### config.mk
export PLATFORM = sky130hd
export DESIGN_NAME = universal_shifter
export DESIGN_NICKNAME = d
export VERILOG_FILES = /design/src/rtl/universal_shifter_pkg.sv /design/src/rtl/usr_next_value.sv /design/src/rtl/universal_shifter.sv
export SDC_FILE = /design/constraint.sdc
export NUM_CORES = 1
export LEC_CHECK = 0
export CORE_MARGIN = 2
export CORE_UTILIZATION = 40
export CTS_CLUSTER_SIZE = 12
export DETAILED_ROUTE_END_ITERATION = 10
export GPL_TIMING_DRIVEN = 0
export MAX_ROUTING_LAYER = met4
export PLACE_DENSITY = 0.7
export SYNTH_ARGS = -nofsm -noshare
export SYNTH_HDL_FRONTEND = slang
export SYNTH_HIERARCHICAL = 1
export SYNTH_SLANG_ARGS = --single-unit
### constraint.sdc
create_clock -name CLOCK -period 2.2 [get_ports CLOCK]
set_clock_uncertainty 0.05 [all_clocks]
set_input_delay 0.44 -clock CLOCK [delete_from_list [all_inputs] [get_ports CLOCK]]
set_output_delay 0.44 -clock CLOCK [all_outputs]
set_load 0.02 [all_outputs]
### src/rtl/universal_shifter_pkg.sv
// Shared definitions for the universal shifter: MODE encoding and FSM states.
package universal_shifter_pkg;

  // MODE operand encoding; both hold codes are kept so decoders can list them explicitly.
  typedef enum logic [2:0] {
    ModeHold    = 3'b000,
    ModeShl     = 3'b001,
    ModeShr     = 3'b010,
    ModeLoad    = 3'b011,
    ModeRol     = 3'b100,
    ModeRor     = 3'b101,
    ModeAsr     = 3'b110,
    ModeHoldAlt = 3'b111
  } mode_e;

  // Control FSM states: StIdle steps or accepts START, StRun executes a counted run.
  typedef enum logic [0:0] {
    StIdle = 1'b0,
    StRun  = 1'b1
  } state_e;

endpackage

### src/rtl/usr_next_value.sv
// Combinational next-value logic for the universal shifter register.
// Ports:
//   q_i       current register contents
//   mode_i    operation select (mode_e encoding)
//   dsr_i     serial input entering at the LSB on shift-left
//   dsl_i     serial input entering at the MSB on shift-right
//   p_i       parallel load data
//   q_next_o  register value after applying mode_i
module usr_next_value
  import universal_shifter_pkg::*;
#(
  parameter int unsigned WIDTH = 8
) (
  input  logic [WIDTH-1:0] q_i,
  input  logic [2:0]       mode_i,
  input  logic             dsr_i,
  input  logic             dsl_i,
  input  logic [WIDTH-1:0] p_i,
  output logic [WIDTH-1:0] q_next_o
);

  always_comb begin
    q_next_o = q_i;
    case (mode_e'(mode_i))
      ModeShl:  q_next_o = {q_i[WIDTH-2:0], dsr_i};
      ModeShr:  q_next_o = {dsl_i, q_i[WIDTH-1:1]};
      ModeLoad: q_next_o = p_i;
      ModeRol:  q_next_o = {q_i[WIDTH-2:0], q_i[WIDTH-1]};
      ModeRor:  q_next_o = {q_i[0], q_i[WIDTH-1:1]};
      ModeAsr:  q_next_o = {q_i[WIDTH-1], q_i[WIDTH-1:1]};
      default:  q_next_o = q_i;
    endcase
  end

endmodule

### src/rtl/universal_shifter.sv
// Universal shift register with single-step operation and counted runs.
// Ports:
//   CLOCK          rising-edge clock
//   MR             asynchronous active-high reset
//   P              parallel load data
//   DSR / DSL      serial inputs for shift-left (LSB) / shift-right (MSB)
//   MODE           operation select (mode_e encoding)
//   START / ABORT  begin / cancel a counted run
//   COUNT          number of operations in a counted run
//   Q              register contents; SOUT_L = Q msb, SOUT_R = Q lsb
//   BUSY           high while a counted run executes
//   DONE           one-cycle pulse after the last operation of a run
//   REMAIN         operations still to execute in the current run
module universal_shifter
  import universal_shifter_pkg::*;
#(
  parameter int unsigned WIDTH = 8,
  parameter int unsigned CNTW  = 4
) (
  input  logic             CLOCK,
  input  logic             MR,
  input  logic [WIDTH-1:0] P,
  input  logic             DSR,
  input  logic             DSL,
  input  logic [2:0]       MODE,
  input  logic             START,
  input  logic             ABORT,
  input  logic [CNTW-1:0]  COUNT,
  output logic [WIDTH-1:0] Q,
  output logic             SOUT_L,
  output logic             SOUT_R,
  output logic             BUSY,
  output logic             DONE,
  output logic [CNTW-1:0]  REMAIN
);

  state_e           state_q, state_d;
  logic [WIDTH-1:0] q_q, q_d;
  logic [2:0]       mode_q, mode_d;
  logic [CNTW-1:0]  remain_q, remain_d;
  logic             done_q, done_d;

  logic [2:0]       op_mode;
  logic [WIDTH-1:0] q_next;

  // A run uses the mode captured at START; step mode follows MODE live.
  assign op_mode = (state_q == StRun) ? mode_q : MODE;

  usr_next_value #(
    .WIDTH (WIDTH)
  ) u_next_value (
    .q_i      (q_q),
    .mode_i   (op_mode),
    .dsr_i    (DSR),
    .dsl_i    (DSL),
    .p_i      (P),
    .q_next_o (q_next)
  );

  always_comb begin
    state_d  = state_q;
    q_d      = q_q;
    mode_d   = mode_q;
    remain_d = remain_q;
    done_d   = 1'b0;

    unique case (state_q)
      StIdle: begin
        // START wins over ABORT and suppresses the step operation on this edge.
        if (START) begin
          mode_d   = MODE;
          remain_d = COUNT;
          if (COUNT != '0) begin
            state_d = StRun;
          end else begin
            done_d = 1'b1;
          end
        end else begin
          q_d = q_next;
        end
      end
      StRun: begin
        // ABORT pre-empts the pending operation and never produces DONE.
        if (ABORT) begin
          state_d  = StIdle;
          remain_d = '0;
        end else begin
          q_d      = q_next;
          remain_d = remain_q - 1'b1;
          if (remain_q == CNTW'(1)) begin
            state_d = StIdle;
            done_d  = 1'b1;
          end
        end
      end
      default: state_d = StIdle;
    endcase
  end

  always_ff @(posedge CLOCK or posedge MR) begin
    if (MR) begin
      state_q  <= StIdle;
      q_q      <= '0;
      mode_q   <= '0;
      remain_q <= '0;
      done_q   <= 1'b0;
    end else begin
      state_q  <= state_d;
      q_q      <= q_d;
      mode_q   <= mode_d;
      remain_q <= remain_d;
      done_q   <= done_d;
    end
  end

  assign Q      = q_q;
  assign SOUT_L = q_q[WIDTH-1];
  assign SOUT_R = q_q[0];
  assign BUSY   = (state_q == StRun);
  assign DONE   = done_q;
  assign REMAIN = remain_q;

endmodule

After elaboration in Yosys (flattened, before gate mapping)
Index checks and enable logic that the tools add are counted.
{ "totals": {"reg_bits": 17, "input_bits": 21, "out_inout_bits": 16} }
{ "classes": {"n_mux": 18, "add_sub_neg": 1, "n_bitwise": 1, "eq_ne": 10, "reduce_logical": 3} }
{ "ops": {"columns": ["operator", "n"], "rows": [
  ["case mux 8 bit (6 select lines)", 1],
  ["2-to-1 mux 8 bit", 2],
  ["case mux 8 bit (2 select lines)", 1],
  ["== test 3 bit (second input constant)", 3],
  ["2-to-1 mux 1 bit", 8],
  ["2-to-1 mux 4 bit", 2],
  ["case mux 4 bit (2 select lines)", 1],
  ["== test 3 x 2 -> 1 bit (second input constant)", 2],
  ["inequality test 2 bit (second input constant)", 3],
  ["== test 4 x 1 -> 1 bit (second input constant)", 1],
  ["case mux 1 bit (2 select lines)", 2],
  ["AND reduction 2 bit", 2],
  ["nonzero test 4 bit", 1],
  ["subtractor 4 x 1 -> 4 bit (second input constant)", 1],
  ["== test 3 x 1 -> 1 bit (second input constant)", 1],
  ["2-to-1 mux 3 bit", 1],
  ["NOT 1 bit", 1]
]} }

Depth between registers and ports, before layout
{ "depth": {"ltp_word": 5, "ltp_mapped": 9} }

Modules after synthesis
Netlist, hierarchy kept.
{ "modules_own_cells": {"columns": ["module", "n_inst", "area_per_inst_um2", "cells_each", "seq_area_each_um2"], "rows": [
  ["universal_shifter", 1, 815.8, 61, 425.4],
  ["usr_next_value", 1, 585.6, 88, 0.0]
]} }

Worst setup path after synthesis
Ideal clock, no wire load.
{ "synth_timing": {"path_type": "reg-to-reg", "start": "reg state_q (netlist: BUSY)", "end": "reg q_q[2] (netlist: Q[2])", "slack_ps": -130, "stages_incl_launch_ff": 8, "arrival_time_ps": 2156, "setup_time_ps": 125, "cell_sequence": "dfrtp_1 -> buf_2 -> mux2_2 -> buf_4 -> or3b_2 -> a21oi_1 -> a2111oi_2 -> mux2_2"} }
{ "synth_via": {"elab_chain_len": 5} }
{ "synth_lines": {"columns": ["element", "line_no", "text"], "rows": [
  ["start, declared", "universal_shifter.sv:37", "state_e state_q, state_d;"],
  ["start signal, assigned", "universal_shifter.sv:102", "state_q <= StIdle;"],
  ["start signal, assigned", "universal_shifter.sv:108", "state_q <= state_d;"],
  ["2-to-1 mux 3 bit *", "universal_shifter.sv:47", "assign op_mode = (state_q == StRun) ? mode_q : MODE;"],
  ["via op_mode[2]", "universal_shifter.sv:43", "logic [2:0] op_mode;"],
  ["== test 3 bit (tied with other cells)", "usr_next_value.sv:24", "case (mode_e'(mode_i))"],
  ["case mux 8 bit (6 select lines) *", "usr_next_value.sv:24", null],
  ["2-to-1 mux 8 bit (on tied branches)", "universal_shifter.sv:84, universal_shifter.sv:70", null],
  ["case mux 8 bit (2 select lines) *", "universal_shifter.sv:67", "unique case (state_q)"],
  ["via q_d[2]", "universal_shifter.sv:38", "logic [WIDTH-1:0] q_q, q_d;"],
  ["end signal, assigned", "universal_shifter.sv:109", "q_q <= q_d;"],
  ["end, declared", "universal_shifter.sv:38", null]
]} }
Mark *: on every way through the listed nets, which the timed path passes. The rest lies on a longest branch. The select of a mux whose other input is x is not followed.
A chain may end at the register's enable or synchronous reset.

Worst setup path after layout
{ "layout_timing": {"start": "in MODE[2]", "end": "reg q_q[2] (netlist: Q[2])"} }
{ "layout_via": {"elab_chain_len": 5} }
{ "layout_lines": {"columns": ["element", "line_no", "text"], "rows": [
  ["start, declared", "universal_shifter.sv:25", "input logic [2:0] MODE,"],
  ["2-to-1 mux 3 bit *", "universal_shifter.sv:47", null],
  ["via op_mode[2]", "universal_shifter.sv:43", null],
  ["== test 3 bit (tied with other cells)", "usr_next_value.sv:24", null],
  ["case mux 8 bit (6 select lines) *", "usr_next_value.sv:24", null],
  ["2-to-1 mux 8 bit (on tied branches)", "universal_shifter.sv:84, universal_shifter.sv:70", null],
  ["case mux 8 bit (2 select lines) *", "universal_shifter.sv:67", null],
  ["via q_d[2]", "universal_shifter.sv:38", null]
]} }
Marks and branches as above.

==> flow_metrics.py <==
metrics = {
    "sta": {
        "worst-slew-pin-transition_ns": 0.7019,
        "fmax_ghz": 0.4623,
        "setup_slack_ns": 0.03692,
        "maxSlewViolCount": 0,
        "report.final.hold_viol_count": 0,
        "timing.setup.tns_ns": 0,
        "fin_crit_sh_pct": 98.32,
        "unrepaired_setup_endpoints_after_global_routing": "false",
        "min_period_ns": 2.163,
        "relSlewSlack_pct": 53.15,
        "timing.final.setup_violations": 0,
    },
    "run_status": {
        "status": "completed",
    },
    "drt": {
        "final_antenna_net_count": 0,
        "firstDrtPassIters": 4,
        "detailroute.via_count": 1339,
        "drt_iter0_markers": 109,
        "detail_route.drc_violations": 0,
        "wl_per_cell_um": 15.99,
        "via_per_inst": 5.650,
        "finalWirelength_mm": 3.789,
    },
    "power": {
        "vdd_ir_drop_max_mv": 0.7063,
        "part_of_the_power_in_the_clock_network_pct": 7.5,
        "p_switching_mw": 1.113,
        "pwrdens_mw_per_mm2": 1275,
        "switching_share_pct": 45.27,
        "power.internal_mw": 1.346,
        "power_share_of_the_sequential_group_pct": 25.9,
        "comb_power_share_pct": 66.6,
        "power.leakage_nw": 0.7504,
    },
    "layout": {
        "final_area_mm2": 0.001928,
        "stdcell_count": 237,
        "final.fill_count": 327,
        "multi_input_comb_area_um2": 880.8,
        "drive_gt1_share_pct": 28.80,
        "finalNetCount": 215,
        "ff_latch_area_um2": 426.7,
        "flow.area_growth_from_synthesis_pct": 37.59,
        "ant_cells": 0,
    },
    "logic_synthesis": {
        "syn-mean-instance-area_um2": 9.405,
        "synth_warnings": 6,
        "synth.lib_cells_used.distinct": 42,
        "yosysTopAreaCellShare_pct": 30.36,
        "async_flop_share_pct": 100.0,
        "syn-cell-area_mm2": 0.001401,
        "syn-instance-count": 149,
        "cell_taking_the_most_area_after_synthesis": "sky130_fd_sc_hd__dfrtp_1",
        "ys_seq_elements": 17,
        "synth.net_count": 172,
        "netlist_top_cells_area": "sky130_fd_sc_hd__dfrtp_1 (30%), sky130_fd_sc_hd__mux2_2 (10%), sky130_fd_sc_hd__nor2_1 (4.0%)",
        "synth_ff_type": "sky130_fd_sc_hd__dfrtp_1",
        "sequential_element_share_of_the_synthesized_area_pct": 30.36,
        "synth_enable_flop_cells": 0,
    },
    "worst_setup_path": {
        "timing.setup.critical_path_class": "in2reg",
        "crit_path_top_delay_cell": "sky130_fd_sc_hd__or3b_2",
        "cp_data_arrival_time_ns": 2.32,
        "cp_common_cell": "sky130_fd_sc_hd__mux2_2",
        "worst-path-buf-inv": 2,
        "slowest_delay_ns": 0.47,
        "timing.critical_path.cells": "clkdlybuf4s50_1 > mux2_2 > buf_6 > or3b_2 > a21oi_2 > a2111oi_2 > mux2_2",
        "startpoint_type_of_the_worst_setup_path": "primary input",
        "worstPathRequired_ns": 2.36,
        "timing.critical_path.to_type": "flip-flop",
        "timing.critical_path.fanout_max": 10,
        "critical_path.top_delay_family": "buffers and inverters",
    },
    "floorplanning": {
        "rows": 21,
        "core-area_mm2": 0.003363,
        "die_footprint_mm2": 0.003993,
        "number_of_ports_placed_on_the_die_boundary": 37,
        "die_h_um": 63.19,
        "initial_utilization_pct": 41.67,
        "die_w_um": 63.19,
    },
    "clock_tree": {
        "clk_latency_ns": 0.31,
        "cts_inserted_buffers": 3,
        "cts_tree": "done",
        "clk_pin_slew_worst_paths_ns": 0.12,
        "h-tree-depth": 1,
        "clk_root_buffer_cell": "sky130_fd_sc_hd__clkbuf_4",
        "tritoncts_num_sinks": 17,
        "bufs_on_longest_clock_path": 2,
    },
    "hold_path": {
        "path_class_of_the_lowest_slack_min_delay_path": "in2reg",
    },
    "placed_design": {
        "post-dp-hpwl_mm": 2.642,
        "dpl_cell_area_mm2": 0.001817,
        "detailedPlace.worstSlack_ns": -0.3143,
        "gp_routability_congestion": 0.8915,
        "dp.cells": 230,
        "io_buffers": 35,
    },
    "global_routing": {
        "grt_pass1_vias": 1236,
        "wire_length_of_the_first_global_routing_pass_mm": 6.092,
        "grt_usage_pct": 19.69,
        "gr-total-overflow": 0,
        "grt_antenna_before_repair": 0,
        "largest_net_degree_at_the_start_of_global_routing": 18,
    },
    "flow_run": {
        "drv.max_cap_violation_count": 0,
    },
}
worst min-delay path, stage by stage:
cell and delay, ns:
sky130_fd_sc_hd__buf_6 0.11, sky130_fd_sc_hd__inv_1 0.05, sky130_fd_sc_hd__o32ai_1 0.07
cell families (layout without fill, tap and decap cells):
family	after synthesis	after routing	synth area share, %
flip-flops	17	17	30.36
AND/OR/NAND/NOR	46	46	18.30
buffers and inverters	24	66	10.62
adder cells (fa/ha/maj)	2	2	1.785
multiplexers	19	19	15.80
AO/OA/AOI/OAI	41	41	23.13
cell type report:
class	count	area share (%)
multi-input cells	108	45.68
flip-flops and latches	17	22.13
repair buffers	38	19.34
plain buffers	15	6.684
well taps	46	2.985
inverters	9	1.752
clock buffers	3	1.168
clock inverters	1	0.2596
power by group through the flow:
| stage | registers, mW | logic, mW | clock network (mW) |
|---|---|---|---|
| 2_1_floorplan | 0.715 | 0.931 | 0 |
| 5_1_grt | 0.664 | 1.76 | 0.203 |
| 4_1_cts | 0.615 | 1.57 | 0.185 |
| 6_report | 0.638 | 1.64 | 0.185 |
| 3_5_place_dp | 0.621 | 1.53 | 0 |
| 3_3_place_gp | 0.611 | 1.50 | 0 |
cell usage in the layout (no fill, tap or decap), types with 2 or more instances in the layout:
cell / netlist / final
sky130_fd_sc_hd__clkdlybuf4s50_1: 0 / 35
sky130_fd_sc_hd__dfrtp_1: 17 / 16
sky130_fd_sc_hd__mux2_2: 13 / 13
sky130_fd_sc_hd__nor2_1: 15 / 12
sky130_fd_sc_hd__inv_1: 9 / 9
sky130_fd_sc_hd__buf_4: 6 / 8
sky130_fd_sc_hd__o22ai_1: 6 / 6
sky130_fd_sc_hd__nor3b_1: 7 / 6
sky130_fd_sc_hd__buf_6: 4 / 5
sky130_fd_sc_hd__nor2b_1: 5 / 5
sky130_fd_sc_hd__a211oi_1: 7 / 5
sky130_fd_sc_hd__buf_2: 5 / 4
sky130_fd_sc_hd__o21ai_0: 4 / 4
sky130_fd_sc_hd__mux2i_1: 3 / 3
sky130_fd_sc_hd__nor3_1: 3 / 3
sky130_fd_sc_hd__clkbuf_4: 0 / 3
sky130_fd_sc_hd__nand2_1: 3 / 3
sky130_fd_sc_hd__nor2_4: 0 / 3
sky130_fd_sc_hd__a21oi_1: 4 / 3
sky130_fd_sc_hd__a211oi_2: 1 / 3
sky130_fd_sc_hd__a2111oi_2: 3 / 3
sky130_fd_sc_hd__nand2b_1: 2 / 2
sky130_fd_sc_hd__a221o_1: 2 / 2
sky130_fd_sc_hd__mux2_1: 2 / 2
sky130_fd_sc_hd__nor4_1: 4 / 2
sky130_fd_sc_hd__ha_1: 2 / 2
sky130_fd_sc_hd__a31o_1: 2 / 2
sky130_fd_sc_hd__nor4_2: 0 / 2
sky130_fd_sc_hd__a31oi_1: 2 / 2
sky130_fd_sc_hd__o211ai_1: 2 / 2
Yosys cell counts (all sizes together), types with 3 or more instances:
| master | count |
|---|---|
| a2111oi | 3 |
| a211oi | 8 |
| a21oi | 5 |
| a31o | 3 |
| buf | 15 |
| dfrtp | 17 |
| inv | 9 |
| mux2 | 15 |
| mux2i | 3 |
| nand2 | 3 |
| nor2 | 16 |
| nor2b | 5 |
| nor3 | 3 |
| nor3b | 7 |
| nor4 | 4 |
| o21ai | 5 |
| o22ai | 6 |
flip-flops by register name, indices dropped and copies added, names as in the netlist:
signal,cells
DONE,1
mode_q,3
REMAIN,4
BUSY,1
Q,8
path summary, 6_finish.rpt:
path	start	end	slack [ns]	depth (start not counted)
worst max-delay path	MODE[2]	Q[2]	0.04	7
worst min-delay path	START	BUSY	0.35	3
worst max register to register	BUSY	Q[2]	0.05	7
worst min register to register	mode_q[0]	mode_q[0]	0.46	1
max in group asynchronous	MR	BUSY	1.13	2
min in group asynchronous	MR	Q[3]	0.48	2
layer usage:
| metal | vias to the layer above | wire length [um] | global-route usage, % |
|---|---|---|---|
| li1 | 635 | - | - |
| met1 | 654 | 1737 | 27.19 |
| met2 | 48 | 1859 | 30.19 |
| met3 | 2 | 164 | 1.964 |
| met4 | 0 | 27 | 7.065 |
| met5 | - | 0 | - |
through the flow:
stage / utilization, % / total power [mW] / hold slack (ns)
floorplan: - / 1.646 / 0.3160
global placement: 54.02 / 2.112 / 0.4339
detailed placement: 54.02 / 2.150 / 0.4411
CTS: 55.51 / 2.367 / 0.3451
global route: 57.33 / 2.623 / 0.3468
finish: 57.33 / 2.459 / 0.3500
timing repair:
action                                  in CTS  in global routing
pin swaps                                    0                  2
setup buffers                                1                  2
endpoints found under the setup margin       4                  5
resized for setup                            4                 10
hold buffers                                 0                  0
No activity file was read; power rests on OpenSTA's default activity.
